### src/rtl/fpu_pkg.sv
// Shared types for the FPU scheduler: opcodes, datapath width and the
// response record carried through the response FIFO.
package fpu_pkg;

   localparam int FP_W     = 32;
   // Wide enough for any practical requester count; the top uses the low bits.
   localparam int RSP_ID_W = 8;

   typedef enum logic [2:0] {
      FP_ADD = 3'b000,
      FP_SUB = 3'b001,
      FP_MUL = 3'b010,
      FP_MAX = 3'b011,
      FP_MIN = 3'b100,
      FP_ABS = 3'b101,
      FP_NEG = 3'b110
   } fpu_op_e;

   // The one encoding the FPU does not implement.
   localparam logic [2:0] FP_ILLEGAL = 3'b111;

   typedef struct packed {
      logic [RSP_ID_W-1:0] id;
      logic [FP_W-1:0]     result;
      logic                err;
   } fpu_rsp_t;

   function automatic logic is_illegal_op(input logic [2:0] op);
      return op == FP_ILLEGAL;
   endfunction

endpackage

### src/rtl/fpu_rsp_fifo.sv
// Response FIFO for the FPU scheduler. Pointers carry an extra wrap bit so
// full and empty are distinguished without a separate flag. The scheduler's
// credit check guarantees a push never arrives while the FIFO is full.
module fpu_rsp_fifo
   import fpu_pkg::*;
#(
   parameter  int DEPTH = 4,
   localparam int AW    = $clog2(DEPTH)
) (
   input  logic          clk_i,
   input  logic          rst_i,
   input  logic          push_i,
   input  fpu_rsp_t      push_data_i,
   input  logic          pop_i,
   output logic          valid_o,
   output fpu_rsp_t      head_o,
   output logic [AW:0]   count_o
);

   logic [AW:0] wr_ptr;
   logic [AW:0] rd_ptr;
   fpu_rsp_t    mem [DEPTH];

   // Advance write/read pointers; pops on an empty FIFO are ignored.
   always_ff @(posedge clk_i or posedge rst_i) begin
      if (rst_i) begin
         wr_ptr <= '0;
         rd_ptr <= '0;
      end else begin
         if (push_i) begin
            wr_ptr <= wr_ptr + 1'b1;
         end
         if (pop_i && valid_o) begin
            rd_ptr <= rd_ptr + 1'b1;
         end
      end
   end

   // Storage has no reset: an entry is only read after it has been written.
   always_ff @(posedge clk_i) begin
      if (push_i) begin
         mem[wr_ptr[AW-1:0]] <= push_data_i;
      end
   end

   assign count_o = wr_ptr - rd_ptr;
   assign valid_o = (count_o != '0);
   assign head_o  = mem[rd_ptr[AW-1:0]];

endmodule

### src/rtl/fpu_sched.sv
// Round-robin scheduler sharing one combinational FPU between N_REQ
// requesters. Operands are registered towards the FPU, the result is sampled
// FPU_LAT cycles later and queued in a credit-protected response FIFO that is
// returned on one valid/ready channel tagged with the requester index.
module fpu_sched
   import fpu_pkg::*;
#(
   parameter  int N_REQ     = 4,
   parameter  int FPU_LAT   = 1,
   parameter  int RSP_DEPTH = 4,
   localparam int ID_W      = $clog2(N_REQ)
) (
   input  logic                  clk_i,
   input  logic                  rst_i,
   input  logic [N_REQ-1:0]      req_valid_i,
   output logic [N_REQ-1:0]      req_ready_o,
   input  logic [3*N_REQ-1:0]    req_op_i,
   input  logic [FP_W*N_REQ-1:0] req_a_i,
   input  logic [FP_W*N_REQ-1:0] req_b_i,
   output logic [FP_W-1:0]       fpu_a_o,
   output logic [FP_W-1:0]       fpu_b_o,
   output logic [2:0]            fpu_ctrl_o,
   input  logic [FP_W-1:0]       fpu_result_i,
   output logic                  rsp_valid_o,
   input  logic                  rsp_ready_i,
   output logic [ID_W-1:0]       rsp_id_o,
   output logic [FP_W-1:0]       rsp_result_o,
   output logic                  rsp_err_o,
   output logic                  busy_o
);

   // Wide enough to hold FIFO occupancy plus every pipe stage.
   localparam int CNT_W  = $clog2(RSP_DEPTH + FPU_LAT + 1);
   localparam int FIFO_W = $clog2(RSP_DEPTH) + 1;

   logic [ID_W-1:0]    ptr;
   logic [ID_W-1:0]    grant_idx;
   logic               grant_found;
   logic               credit;
   logic               handshake;
   logic [CNT_W-1:0]   inflight;
   logic [CNT_W-1:0]   occupancy;
   logic [FIFO_W-1:0]  fifo_count;

   logic [2:0]         sel_op;
   logic [FP_W-1:0]    sel_a;
   logic [FP_W-1:0]    sel_b;

   logic [FPU_LAT-1:0] pipe_valid;
   logic [FPU_LAT-1:0] pipe_err;
   logic [ID_W-1:0]    pipe_id [FPU_LAT];

   fpu_rsp_t           push_data;
   fpu_rsp_t           head;
   logic               push;
   logic               pop;
   logic               fifo_valid;
   logic               unused_head_id;

   // Credit: every op already issued (in the pipe or queued) owns a FIFO slot.
   // Only registered state is used, so a pop in this cycle frees nothing yet.
   always_comb begin
      inflight = '0;
      for (int s = 0; s < FPU_LAT; s++) begin
         inflight = inflight + CNT_W'(pipe_valid[s]);
      end
      occupancy = inflight + CNT_W'(fifo_count);
      credit    = occupancy < CNT_W'(RSP_DEPTH);
   end

   // Round-robin pick: first valid requester at or after ptr, wrapping.
   always_comb begin
      grant_found = 1'b0;
      grant_idx   = '0;
      for (int i = 0; i < N_REQ; i++) begin
         if (!grant_found && req_valid_i[(int'(ptr) + i) % N_REQ]) begin
            grant_found = 1'b1;
            grant_idx   = ID_W'((int'(ptr) + i) % N_REQ);
         end
      end
   end

   // Accept signal and operand mux for the granted requester.
   always_comb begin
      handshake   = grant_found && credit;
      req_ready_o = '0;
      if (handshake) begin
         req_ready_o[grant_idx] = 1'b1;
      end
      sel_op = req_op_i[3*int'(grant_idx) +: 3];
      sel_a  = req_a_i[FP_W*int'(grant_idx) +: FP_W];
      sel_b  = req_b_i[FP_W*int'(grant_idx) +: FP_W];
   end

   // Issue: register operands to the FPU, move the pointer past the winner
   // and shift valid/id/err down the pipe that tracks the FPU latency.
   always_ff @(posedge clk_i or posedge rst_i) begin
      if (rst_i) begin
         ptr        <= '0;
         fpu_a_o    <= '0;
         fpu_b_o    <= '0;
         fpu_ctrl_o <= '0;
         pipe_valid <= '0;
         pipe_err   <= '0;
         for (int s = 0; s < FPU_LAT; s++) begin
            pipe_id[s] <= '0;
         end
      end else begin
         if (handshake) begin
            fpu_a_o    <= sel_a;
            fpu_b_o    <= sel_b;
            fpu_ctrl_o <= sel_op;
            ptr        <= (grant_idx == ID_W'(N_REQ - 1)) ? '0 : grant_idx + 1'b1;
         end
         pipe_valid[0] <= handshake;
         pipe_err[0]   <= is_illegal_op(sel_op);
         pipe_id[0]    <= grant_idx;
         for (int s = 1; s < FPU_LAT; s++) begin
            pipe_valid[s] <= pipe_valid[s-1];
            pipe_err[s]   <= pipe_err[s-1];
            pipe_id[s]    <= pipe_id[s-1];
         end
      end
   end

   // Build the response record at the last pipe stage; illegal ops report 0.
   always_comb begin
      push              = pipe_valid[FPU_LAT-1];
      push_data         = '0;
      push_data.id[ID_W-1:0] = pipe_id[FPU_LAT-1];
      push_data.err     = pipe_err[FPU_LAT-1];
      push_data.result  = pipe_err[FPU_LAT-1] ? '0 : fpu_result_i;
   end

   assign pop = fifo_valid && rsp_ready_i;

   fpu_rsp_fifo #(
      .DEPTH (RSP_DEPTH)
   ) u_rsp_fifo (
      .clk_i       (clk_i),
      .rst_i       (rst_i),
      .push_i      (push),
      .push_data_i (push_data),
      .pop_i       (pop),
      .valid_o     (fifo_valid),
      .head_o      (head),
      .count_o     (fifo_count)
   );

   // Response channel is forced to zero whenever the FIFO is empty.
   always_comb begin
      rsp_valid_o  = fifo_valid;
      rsp_id_o     = fifo_valid ? head.id[ID_W-1:0] : '0;
      rsp_result_o = fifo_valid ? head.result : '0;
      rsp_err_o    = fifo_valid && head.err;
      busy_o       = (|pipe_valid) || (fifo_count != '0);
   end

   // Upper id bits are always written as zero and never read back.
   assign unused_head_id = ^head.id;

endmodule

### config.mk
export PLATFORM = sky130hd
export DESIGN_NAME = fpu_sched
export DESIGN_NICKNAME = d
export VERILOG_FILES = /design/src/rtl/fpu_pkg.sv /design/src/rtl/fpu_rsp_fifo.sv /design/src/rtl/fpu_sched.sv
export SDC_FILE = /design/constraint.sdc
export NUM_CORES = 1
export LEC_CHECK = 0
export BUFFER_PORTS_ARGS = -buffer_cell sky130_fd_sc_hd__buf_2
export CORE_AREA = 4 4 159 161
export DETAILED_ROUTE_END_ITERATION = 8
export DIE_AREA = 0 0 163 165
export PLACE_DENSITY = 0.82
export SLEW_MARGIN = 10
export SYNTH_ARGS = -nofsm -noshare
export SYNTH_HDL_FRONTEND = slang
export SYNTH_SLANG_ARGS = --single-unit
### constraint.sdc
create_clock -name clk_i -period 3.9 [get_ports clk_i]
set_input_delay 0.78 -clock clk_i [delete_from_list [all_inputs] [get_ports clk_i]]
set_output_delay 0.78 -clock clk_i [all_outputs]
set_load 0.1 [all_outputs]
==> flow_summary.toml, run 1 <==
[job]
maxCapViolCount = 0

[drt]
vias = 8986
finalWirelength_um = 32800
vias_per_cell = 5.27
ant_nets = 0
wl_per_cell_um = 19.2
first_pass_iters = 5
drc = 0
drtIter0Drc = 680

[critical_path]
cp_max_fo = 7
required_ps = 3120
cp-start-kind = "register"
arrival_ps = 2990
crit_type = "reg -> out"
cp-end-kind = "output pin"

[synthesis]
synth_adder_area_share = 0.0131
syn_avg_cell_area_um2 = 11.4
synth_cell_type_count = 37
muxShareOfSynthArea = 0.0826
synth_top_family_by_area = "simple AND/OR/NAND/NOR gates"
syn_nets = 1297
ys_warn_count = 0
seq_area_frac_synth = 0.556
ys_ff_latch = 219
synthSimpleGateAreaFrac = 0.233
synth-xor-area-share = 0.00686
syn_area_mm2 = 0.0111
syn_inst = 979
synth_compound_area_frac = 0.0575

[global_routing]
grt_max_degree = 133
grt-ovfl-total = 0
grt_usage = 0.230
grt_antenna_before_repair = 1
grt_pass1_wl_um = 47900
grt_pass1_vias = 8586

[clock_tree]
cts-resized-gates = 0
cts.path.max_buffers = 3
cts_tree = "done"
cts-hold-fix-buffers = 0
cts_max_level = 1
cts_buffers = 24
cts_root_buf = "clkbuf_16"
clock-sinks = 219
cts.clk_slew.worst_paths_ps = 60
worstSkewPairLatency_ps = 510
post-cts-setup-buffer-count = 0

[sta]
setup_tns_ps = 0
fin_crit_ps = 3770
hold_viol = 0
slew_violations = 0
setup_viol = 0
grt_setup_unrepaired = "no"
fmax_ghz = 0.265
slew_headroom = 0.345
skew_ps = 14.9
final.period_utilization = 0.968
tightest_slew_ps = 982

[floorplan]
start_util = 0.464
io_pins = 415
die_w_um = 163
row_count = 57
dieArea_mm2 = 0.0269
fp.dieH_um = 165
core_area_mm2 = 0.0240

[layout]
mostFrequentLayoutCell = "buf_2"
nets = 1679
drive_gt1_frac = 0.374
fillCellCount = 1923
mostFrequentLayoutCells = "buf_2, nand2_1, edfxtp_1, nand3_1, nor2b_1"
syn_to_final_growth_pct = 26.6

[place]
io_buffers = 414
hpwlAfterDp_um = 23900
gp_congestion = 0.941

[hold_path]
hp-class = "in -> async"

[run_status]
status = "finished, final reports clean"
-- cell type report --
| type | instances | area (µm²) | area share |
|---|---|---|---|
| timing repair buffer | 429 | 2270 | 0.161 |
| multi-input combinational | 681 | 4380 | 0.311 |
| clock inverter | 13 | 161 | 0.0115 |
| sequential | 219 | 6180 | 0.439 |
| inverter | 6 | 26.3 | 0.00187 |
| tap | 324 | 405 | 0.0288 |
| antenna | 2 | 5.00 | 0.000356 |
| clock buffer | 30 | 644 | 0.0458 |
-- cells by family (layout without fill, tap and decap cells) --
group	Yosys count	in the layout
AO/OA/AOI/OAI	77	77
XOR/XNOR	7	7
adder cells (fa/ha/maj)	11	11
buffers and inverters	79	478
flip-flops	219	219
multiplexers	47	47
other	0	2
AND/OR/NAND/NOR	539	539
-- through the flow --
| step | cell area [µm²] | std cells | util | setup WS (ps) | hold slack, ps |
|---|---|---|---|---|---|
| finish | 14100 | 1704 | 0.587 | 127 | 357 |
| floorplan | 11100 | 979 | - | 295 | 455 |
| CTS | 14100 | 1702 | 0.587 | 111 | 361 |
| detailed placement | 13300 | 1659 | 0.553 | 662 | 484 |
| global placement | 13300 | 1659 | 0.553 | 781 | 466 |
| global route | 14100 | 1702 | 0.587 | 1.53 | 388 |
-- sequential cells by signal, indices dropped and copies added (netlist names) --
signal,flops
u_rsp_fifo.mem,140
fpu_a_o,32
fpu_b_o,32
fpu_ctrl_o,3
u_rsp_fifo.rd_ptr,3
u_rsp_fifo.wr_ptr,3
pipe_id,2
ptr,2
pipe_err,1
pipe_valid,1
-- cell usage after synthesis --
| cell | instances | area [µm²] |
|---|---|---|
| nand2_1 | 261 | 980 |
| edfxtp_1 | 140 | 4200 |
| nand3_1 | 130 | 651 |
| nor2b_1 | 96 | 601 |
| dfrtp_1 | 79 | 1980 |
| a31o_1 | 64 | 561 |
| and2_1 | 43 | 269 |
| mux4_2 | 35 | 788 |
| clkbuf_1 | 25 | 93.8 |
| buf_4 | 19 | 143 |
| buf_6 | 14 | 158 |
| ha_1 | 10 | 125 |
| buf_8 | 8 | 120 |
| buf_2 | 7 | 35.0 |
| mux2i_1 | 7 | 70.1 |
| inv_1 | 4 | 15.0 |
| mux2_2 | 4 | 45.0 |
| o21ai_0 | 4 | 20.0 |
| a21oi_1 | 3 | 15.0 |
| nor2_1 | 3 | 11.3 |
| o31ai_1 | 3 | 22.5 |
| xor2_1 | 3 | 26.3 |
| inv_2 | 2 | 7.51 |
| xnor2_1 | 2 | 17.5 |
| fa_1 | 1 | 20.0 |
| mux2_4 | 1 | 15.0 |
| nand2b_1 | 1 | 6.26 |
| nor2_8 | 1 | 20.0 |
| nor3_1 | 1 | 5.00 |
| nor3_4 | 1 | 16.3 |
| nor4_4 | 1 | 21.3 |
| o21a_1 | 1 | 7.51 |
| o21ai_1 | 1 | 5.00 |
| o22a_1 | 1 | 8.76 |
| or2_2 | 1 | 6.26 |
| xnor2_2 | 1 | 16.3 |
| xor2_2 | 1 | 16.3 |
-- final timing paths --
kind                                                  start                               end  slack (ps)  cells past startpoint
min reg2reg                            pipe_id[1]$_DFF_PP0_   u_rsp_fifo.mem[2][34]$_DFFE_PP_         500                      0
min                                                   rst_i              pipe_id[0]$_DFF_PP0_         360                      2
max reg2reg                u_rsp_fifo.wr_ptr[0]$_DFFE_PP0P_            fpu_a_o[5]$_DFFE_PP0P_        1000                     10
min in group clk_i                     pipe_id[1]$_DFF_PP0_   u_rsp_fifo.mem[2][34]$_DFFE_PP_         500                      0
max                        u_rsp_fifo.wr_ptr[0]$_DFFE_PP0P_                    req_ready_o[3]         130                      9
max in group asynchronous                             rst_i  u_rsp_fifo.rd_ptr[0]$_DFFE_PP0P_        2720                      3
-- layer usage --
layer	global-route usage	up-vias	share of wire
met1	0.316	4273	0.40
li1	-	4196	-
met5	0.0227	-	0.0029
met3	0.0731	59	0.10
met2	0.357	454	0.47
met4	0.0568	4	0.020
-- critical path: stages (launching register included) --
cell and delay, ps:
dfrtp_1 410, inv_1 110, ha_1 200, fa_1 380
xor2_1 230, xnor2_2 170, xor2_2 490, nor2_8 100
and2_1 220, buf_12 170
Power of run 1 is not shown: default switching activity piles up to over one toggle a cycle in this logic, so the estimate is an artifact.
==> inputs of run 2 (changes only) <==
--- a/config.mk
+++ b/config.mk
@@ -5,12 +5,12 @@
 export SDC_FILE = /design/constraint.sdc
 export NUM_CORES = 1
 export LEC_CHECK = 0
-export BUFFER_PORTS_ARGS = -buffer_cell sky130_fd_sc_hd__buf_2
+export BUFFER_PORTS_ARGS = -buffer_cell sky130_fd_sc_hd__buf_4
 export CORE_AREA = 4 4 159 161
 export DETAILED_ROUTE_END_ITERATION = 8
 export DIE_AREA = 0 0 163 165
 export PLACE_DENSITY = 0.82
-export SLEW_MARGIN = 10
+export SLEW_MARGIN = 20
 export SYNTH_ARGS = -nofsm -noshare
 export SYNTH_HDL_FRONTEND = slang
 export SYNTH_SLANG_ARGS = --single-unit
==> run 2 against run 1 <==
Against the previous run: wire length increased by 4.9%; critical path depth unchanged; count of clock-buffer cells in the layout decreased by 4; non-clock buffer count decreased by 1; die area unchanged; highest routed layer is now met4.
==> flow_summary.toml, run 2 (synthesized netlist as in run 1, its figures left out) <==
[hold_path]
hp-class = "in -> async"

[critical_path]
required_ps = 3120
cp-end-kind = "output pin"
crit_type = "reg -> out"
path_delay_family = "adder cells"
slowest_delay_ps = 420
timing.critical_path.cells = "inv_1, ha_1, fa_1, xor2_1, xnor2_2, nand3_1, buf_6, or2_2, buf_4"
cp-start-kind = "register"
slowest_stage = "dfrtp_1"
cp_max_fo = 37
cp_num_buf_inv = 3
arrival_ps = 2980

[drt]
vias = 9026
ant_nets = 0
vias_per_cell = 5.31
drc = 0
drtIter0Drc = 635
first_pass_iters = 5
finalWirelength_um = 34400
wl_per_cell_um = 20.2

[global_routing]
grt_pass1_wl_um = 50700
grt_usage = 0.245
grt-ovfl-total = 0
grt_pass1_vias = 9053
grt_antenna_before_repair = 0
grt_max_degree = 133

[floorplan]
die_w_um = 163
dieArea_mm2 = 0.0269
io_pins = 415
start_util = 0.464
core_area_mm2 = 0.0240
row_count = 57
fp.dieH_um = 165

[layout]
register_area_mm2 = 0.00618
nets = 1677
fillCellCount = 1897
drive_gt1_frac = 0.378
multiInputGateArea_mm2 = 0.00438
syn_to_final_growth_pct = 35.2
fin_cells = 1700
fin_util = 0.628
diodes = 0
largest_register_ffs = 140
mostFrequentLayoutCells = "buf_4, nand2_1, edfxtp_1, nand3_1, nor2b_1"
mostFrequentLayoutCell = "buf_4"

[clock_tree]
cts.path.max_buffers = 3
cts_buffers = 23
cts.clk_slew.worst_paths_ps = 70
clock-sinks = 219
cts_max_level = 1
cts_root_buf = "clkbuf_16"
post-cts-setup-buffer-count = 0
cts_tree = "done"
worstSkewPairLatency_ps = 510
cts-hold-fix-buffers = 0

[sta]
grt_setup_unrepaired = "no"
fin_crit_ps = 3760
final.period_utilization = 0.964
slew_headroom = 0.366
hold_viol = 0
slew_violations = 0
skew_ps = 23.2
setup_tns_ps = 0
fmax_ghz = 0.266
setup_viol = 0
tightest_slew_ps = 951

[place]
gp_congestion = 0.901
io_buffers = 414
hpwlAfterDp_um = 25100
dp_cells = 1658

[run_status]
status = "finished, final reports clean"

[job]
maxCapViolCount = 0
run 2: changes by cell type in the layout (fill, tap and decap cells not counted), moves of 2 or more:
cell / previous run / this run
buf_12: 6 / 3
buf_2: 410 / 0
buf_4: 13 / 424
clkbuf_1: 5 / 3
clkbuf_16: 25 / 23
clkinv_1: 5 / 1
clkinvlp_4: 1 / 3
diode_2: 2 / 0
inv_6: 0 / 2
run 2: final cells by class:
class                   count  share of cell area
flip-flops and latches    219               0.411
inverters                   6             0.00175
clock inverters            16              0.0136
multi-input cells         681               0.291
repair buffers            428               0.216
well taps                 324              0.0270
clock buffers              26              0.0390
run 2: path summary, 6_finish.rpt:
| kind | from | to | slack, ps | depth (start not counted) |
|---|---|---|---|---|
| setup / recovery | u_rsp_fifo.wr_ptr[0]$_DFFE_PP0P_ | busy_o | 140 | 9 |
| hold / removal | rst_i | fpu_a_o[24]$_DFFE_PP0P_ | 260 | 2 |
| setup reg to reg | u_rsp_fifo.wr_ptr[0]$_DFFE_PP0P_ | fpu_a_o[4]$_DFFE_PP0P_ | 1000 | 10 |
| hold reg to reg | pipe_id[1]$_DFF_PP0_ | u_rsp_fifo.mem[3][34]$_DFFE_PP_ | 500 | 0 |
| max in group asynchronous | rst_i | fpu_b_o[14]$_DFFE_PP0P_ | 2860 | 3 |
| min in group clk_i | pipe_id[1]$_DFF_PP0_ | u_rsp_fifo.mem[3][34]$_DFFE_PP_ | 500 | 0 |
run 2: repair_timing:
action,4_1_cts,5_1_grt
gates resized for setup,0,1
endpoints found under the setup margin,0,1
endpoints found under the hold margin,0,0
run 2: routing by layer:
metal / wire length (µm) / GRT usage / share of wire
met2: 16700 / 0.393 / 0.49
met4: 833 / 0.0625 / 0.024
met1: 13300 / 0.329 / 0.39
met3: 3490 / 0.0744 / 0.10
met5: 0 / 0 / 0
run 2: worst register-to-register path: stages (launching register included):
cell and delay [ps]:
dfrtp_1 420, inv_1 110, ha_1 210, fa_1 390
xor2_1 180, xnor2_2 160, xor2_2 250, nor2_8 210
buf_12 410, nor2b_1 240, a31o_1 210
run 2: stage by stage:
| stage | setup WS [ps] | cell area [µm²] | hold slack [ps] |
|---|---|---|---|
| finish | 139 | 15000 | 264 |
| global route | 13.6 | 15000 | 273 |
| CTS | 88.1 | 15000 | 256 |
| detailed placement | 657 | 14200 | 488 |
| global placement | 776 | 14200 | 466 |
| floorplan | 295 | 11100 | 455 |
Power of run 2 is left out for the same reason.
==> inputs of run 3 (changes only) <==
--- a/config.mk
+++ b/config.mk
@@ -5,11 +5,12 @@
 export SDC_FILE = /design/constraint.sdc
 export NUM_CORES = 1
 export LEC_CHECK = 0
+export ABC_AREA = 1
 export BUFFER_PORTS_ARGS = -buffer_cell sky130_fd_sc_hd__buf_4
-export CORE_AREA = 4 4 159 161
+export CORE_MARGIN = 4
+export CORE_UTILIZATION = 51
 export DETAILED_ROUTE_END_ITERATION = 8
-export DIE_AREA = 0 0 163 165
-export PLACE_DENSITY = 0.82
+export PLACE_DENSITY = 0.87
 export SLEW_MARGIN = 20
 export SYNTH_ARGS = -nofsm -noshare
 export SYNTH_HDL_FRONTEND = slang
==> run 3 against run 2 <==
Against the previous run: core utilization up 6.4 points; synthesized cell count up 58%; non-clock buffer count up 9; final area up 8.9%; hold slack better by 49 ps.
==> flow_summary.toml, run 3 <==
[run_status]
status = "finished, final reports clean"

[sta]
tightest_slew_ps = 884
setup_tns_ps = 0
grt_setup_unrepaired = "no"
setup_viol = 0
fin_crit_ps = 3660
fmax_ghz = 0.273
skew_ps = 10.8
slew_violations = 0
final.period_utilization = 0.938
slew_headroom = 0.410
hold_viol = 0

[layout]
fin_cells = 2250
register_area_mm2 = 0.00619
syn_to_final_growth_pct = 32.0
multiInputGateArea_mm2 = 0.00488
fillCellCount = 1945
mostFrequentLayoutCell = "nand2_1"
nets = 2227
drive_gt1_frac = 0.256
mostFrequentLayoutCells = "nand2_1, buf_4, inv_1, nor2_1, nand3_1"
largest_register_ffs = 140

[synthesis]
synthTopCellsByCount = "nand2_1, inv_1, nand3_1, nor2_1, edfxtp_1"
async_reset_ff_frac = 0.361
synth-edff-count = 140
syn_nets = 1868
yosys-top-cells-area = "edfxtp_1, dfrtp_1, nand2_1"
syn_inst = 1550
seq_area_frac_synth = 0.498
synth_top_area_frac = 0.339
synth.most_common_cell = "nand2_1"
ys.flop_type = "edfxtp_1"
syn_area_mm2 = 0.0124
ys_ff_latch = 219
syn_avg_cell_area_um2 = 8.00
synth_largest_area_cell = "edfxtp_1"
synth_cell_type_count = 30
ys_warn_count = 0

[critical_path]
path_depth = 8
cp-start-kind = "register"
cp_num_buf_inv = 5
crit_type = "reg -> out"
ff2ff_path_depth = 11
cp-end-kind = "output pin"
arrival_ps = 2880
cp_max_fo = 72
slowest_stage = "o32ai_1"
cpMostUsedCell = "buf_4"
path_delay_family = "buffers and inverters"
required_ps = 3120
slowest_delay_ps = 450
timing.critical_path.cells = "buf_4, inv_2, buf_4, nor2_1, o32ai_1, nand2_1, inv_1, buf_4"

[floorplan]
row_count = 56
io_pins = 415
dieArea_mm2 = 0.0269
start_util = 0.524
core_area_mm2 = 0.0237
fp.dieH_um = 164
die_w_um = 164

[drt]
drtIter0Drc = 1194
wl_per_cell_um = 19.0
ant_nets = 0
first_pass_iters = 7
vias = 12000
drc = 0
finalWirelength_um = 42700
vias_per_cell = 5.33

[job]
maxCapViolCount = 0

[place]
gp_congestion = 1.01
hpwlAfterDp_um = 30700
dp_cells = 2203
io_buffers = 414

[clock_tree]
worstSkewPairLatency_ps = 510
cts_max_level = 1
cts_tree = "done"
cts.path.max_buffers = 3
cts_buffers = 23
cts-hold-fix-buffers = 0
cts-resized-gates = 0
clock-sinks = 219
cts.clk_slew.worst_paths_ps = 70
post-cts-setup-buffer-count = 0
cts_root_buf = "clkbuf_16"

[global_routing]
grt_pass1_wl_um = 63800
grt_pass1_vias = 11500
grt_max_degree = 134
grt_antenna_before_repair = 7
grt-ovfl-total = 0
grt_usage = 0.305

[hold_path]
hp-class = "in -> async"
## run 3: changes by cell type after synthesis, moves of 35 or more
cell	previous run	this run
a31o_1	64	0
and2_1	43	0
inv_1	4	219
mux4_2	35	0
nand2_1	261	478
nand3b_1	0	132
nor2_1	3	144
nor2b_1	96	0
o32ai_1	0	35
## run 3: final timing paths
kind	slack (ps)	startpoint	to
max in group asynchronous	2670	rst_i	u_rsp_fifo.rd_ptr[1]$_DFFE_PP0P_
min in group clk_i	480	fpu_b_o[29]$_DFFE_PP0P_	fpu_b_o[29]$_DFFE_PP0P_
worst min-delay path	310	rst_i	fpu_b_o[1]$_DFFE_PP0P_
worst min register to register	480	fpu_b_o[29]$_DFFE_PP0P_	fpu_b_o[29]$_DFFE_PP0P_
worst max-delay path	240	u_rsp_fifo.rd_ptr[0]$_DFFE_PP0P_	rsp_err_o
worst max register to register	940	u_rsp_fifo.wr_ptr[0]$_DFFE_PP0P_	fpu_b_o[6]$_DFFE_PP0P_
## run 3: routing by layer
layer / GRT usage / vias to the layer above / routed length, µm
li1: - / 5661 / -
met5: 0 / - / 21
met1: 0.376 / 5622 / 15300
met3: 0.0773 / 101 / 4200
met2: 0.517 / 594 / 21400
met4: 0.120 / 4 / 1750
## run 3: stage by stage
step | hold slack, ps | setup slack, ps | cell area, µm² | util
finish | 312 | 240 | 16400 | 0.692
global route | 330 | 95.1 | 16400 | 0.691
CTS | 313 | 87.5 | 16400 | 0.691
detailed placement | 466 | 449 | 15600 | 0.659
global placement | 464 | 528 | 15600 | 0.659
floorplan | 455 | -88.6 | 12400 | -
## run 3: logic make-up (layout without fill, tap and decap cells)
family | count (synthesis) | count (layout) | share of synthesized area
DFF | 219 | 219 | 0.498
and+or+nand+nor | 908 | 908 | 0.333
muxes | 1 | 1 | 0.000908
buffers and inverters | 328 | 704 | 0.110
adders and majority gates | 11 | 11 | 0.0117
AOI/OAI and AO/OA | 76 | 76 | 0.0414
other | 0 | 5 | 0
xor gates and xnor gates | 7 | 7 | 0.00494
## run 3: cell type report
type | instances | share of cell area
flip-flops and latches | 219 | 0.378
multi-input cells | 1003 | 0.298
repair buffers | 437 | 0.202
inverters | 225 | 0.0516
clock buffers | 28 | 0.0363
well taps | 319 | 0.0244
clock inverters | 14 | 0.00932
diodes | 5 | 0.000764
Power of run 3 is left out for the same reason.
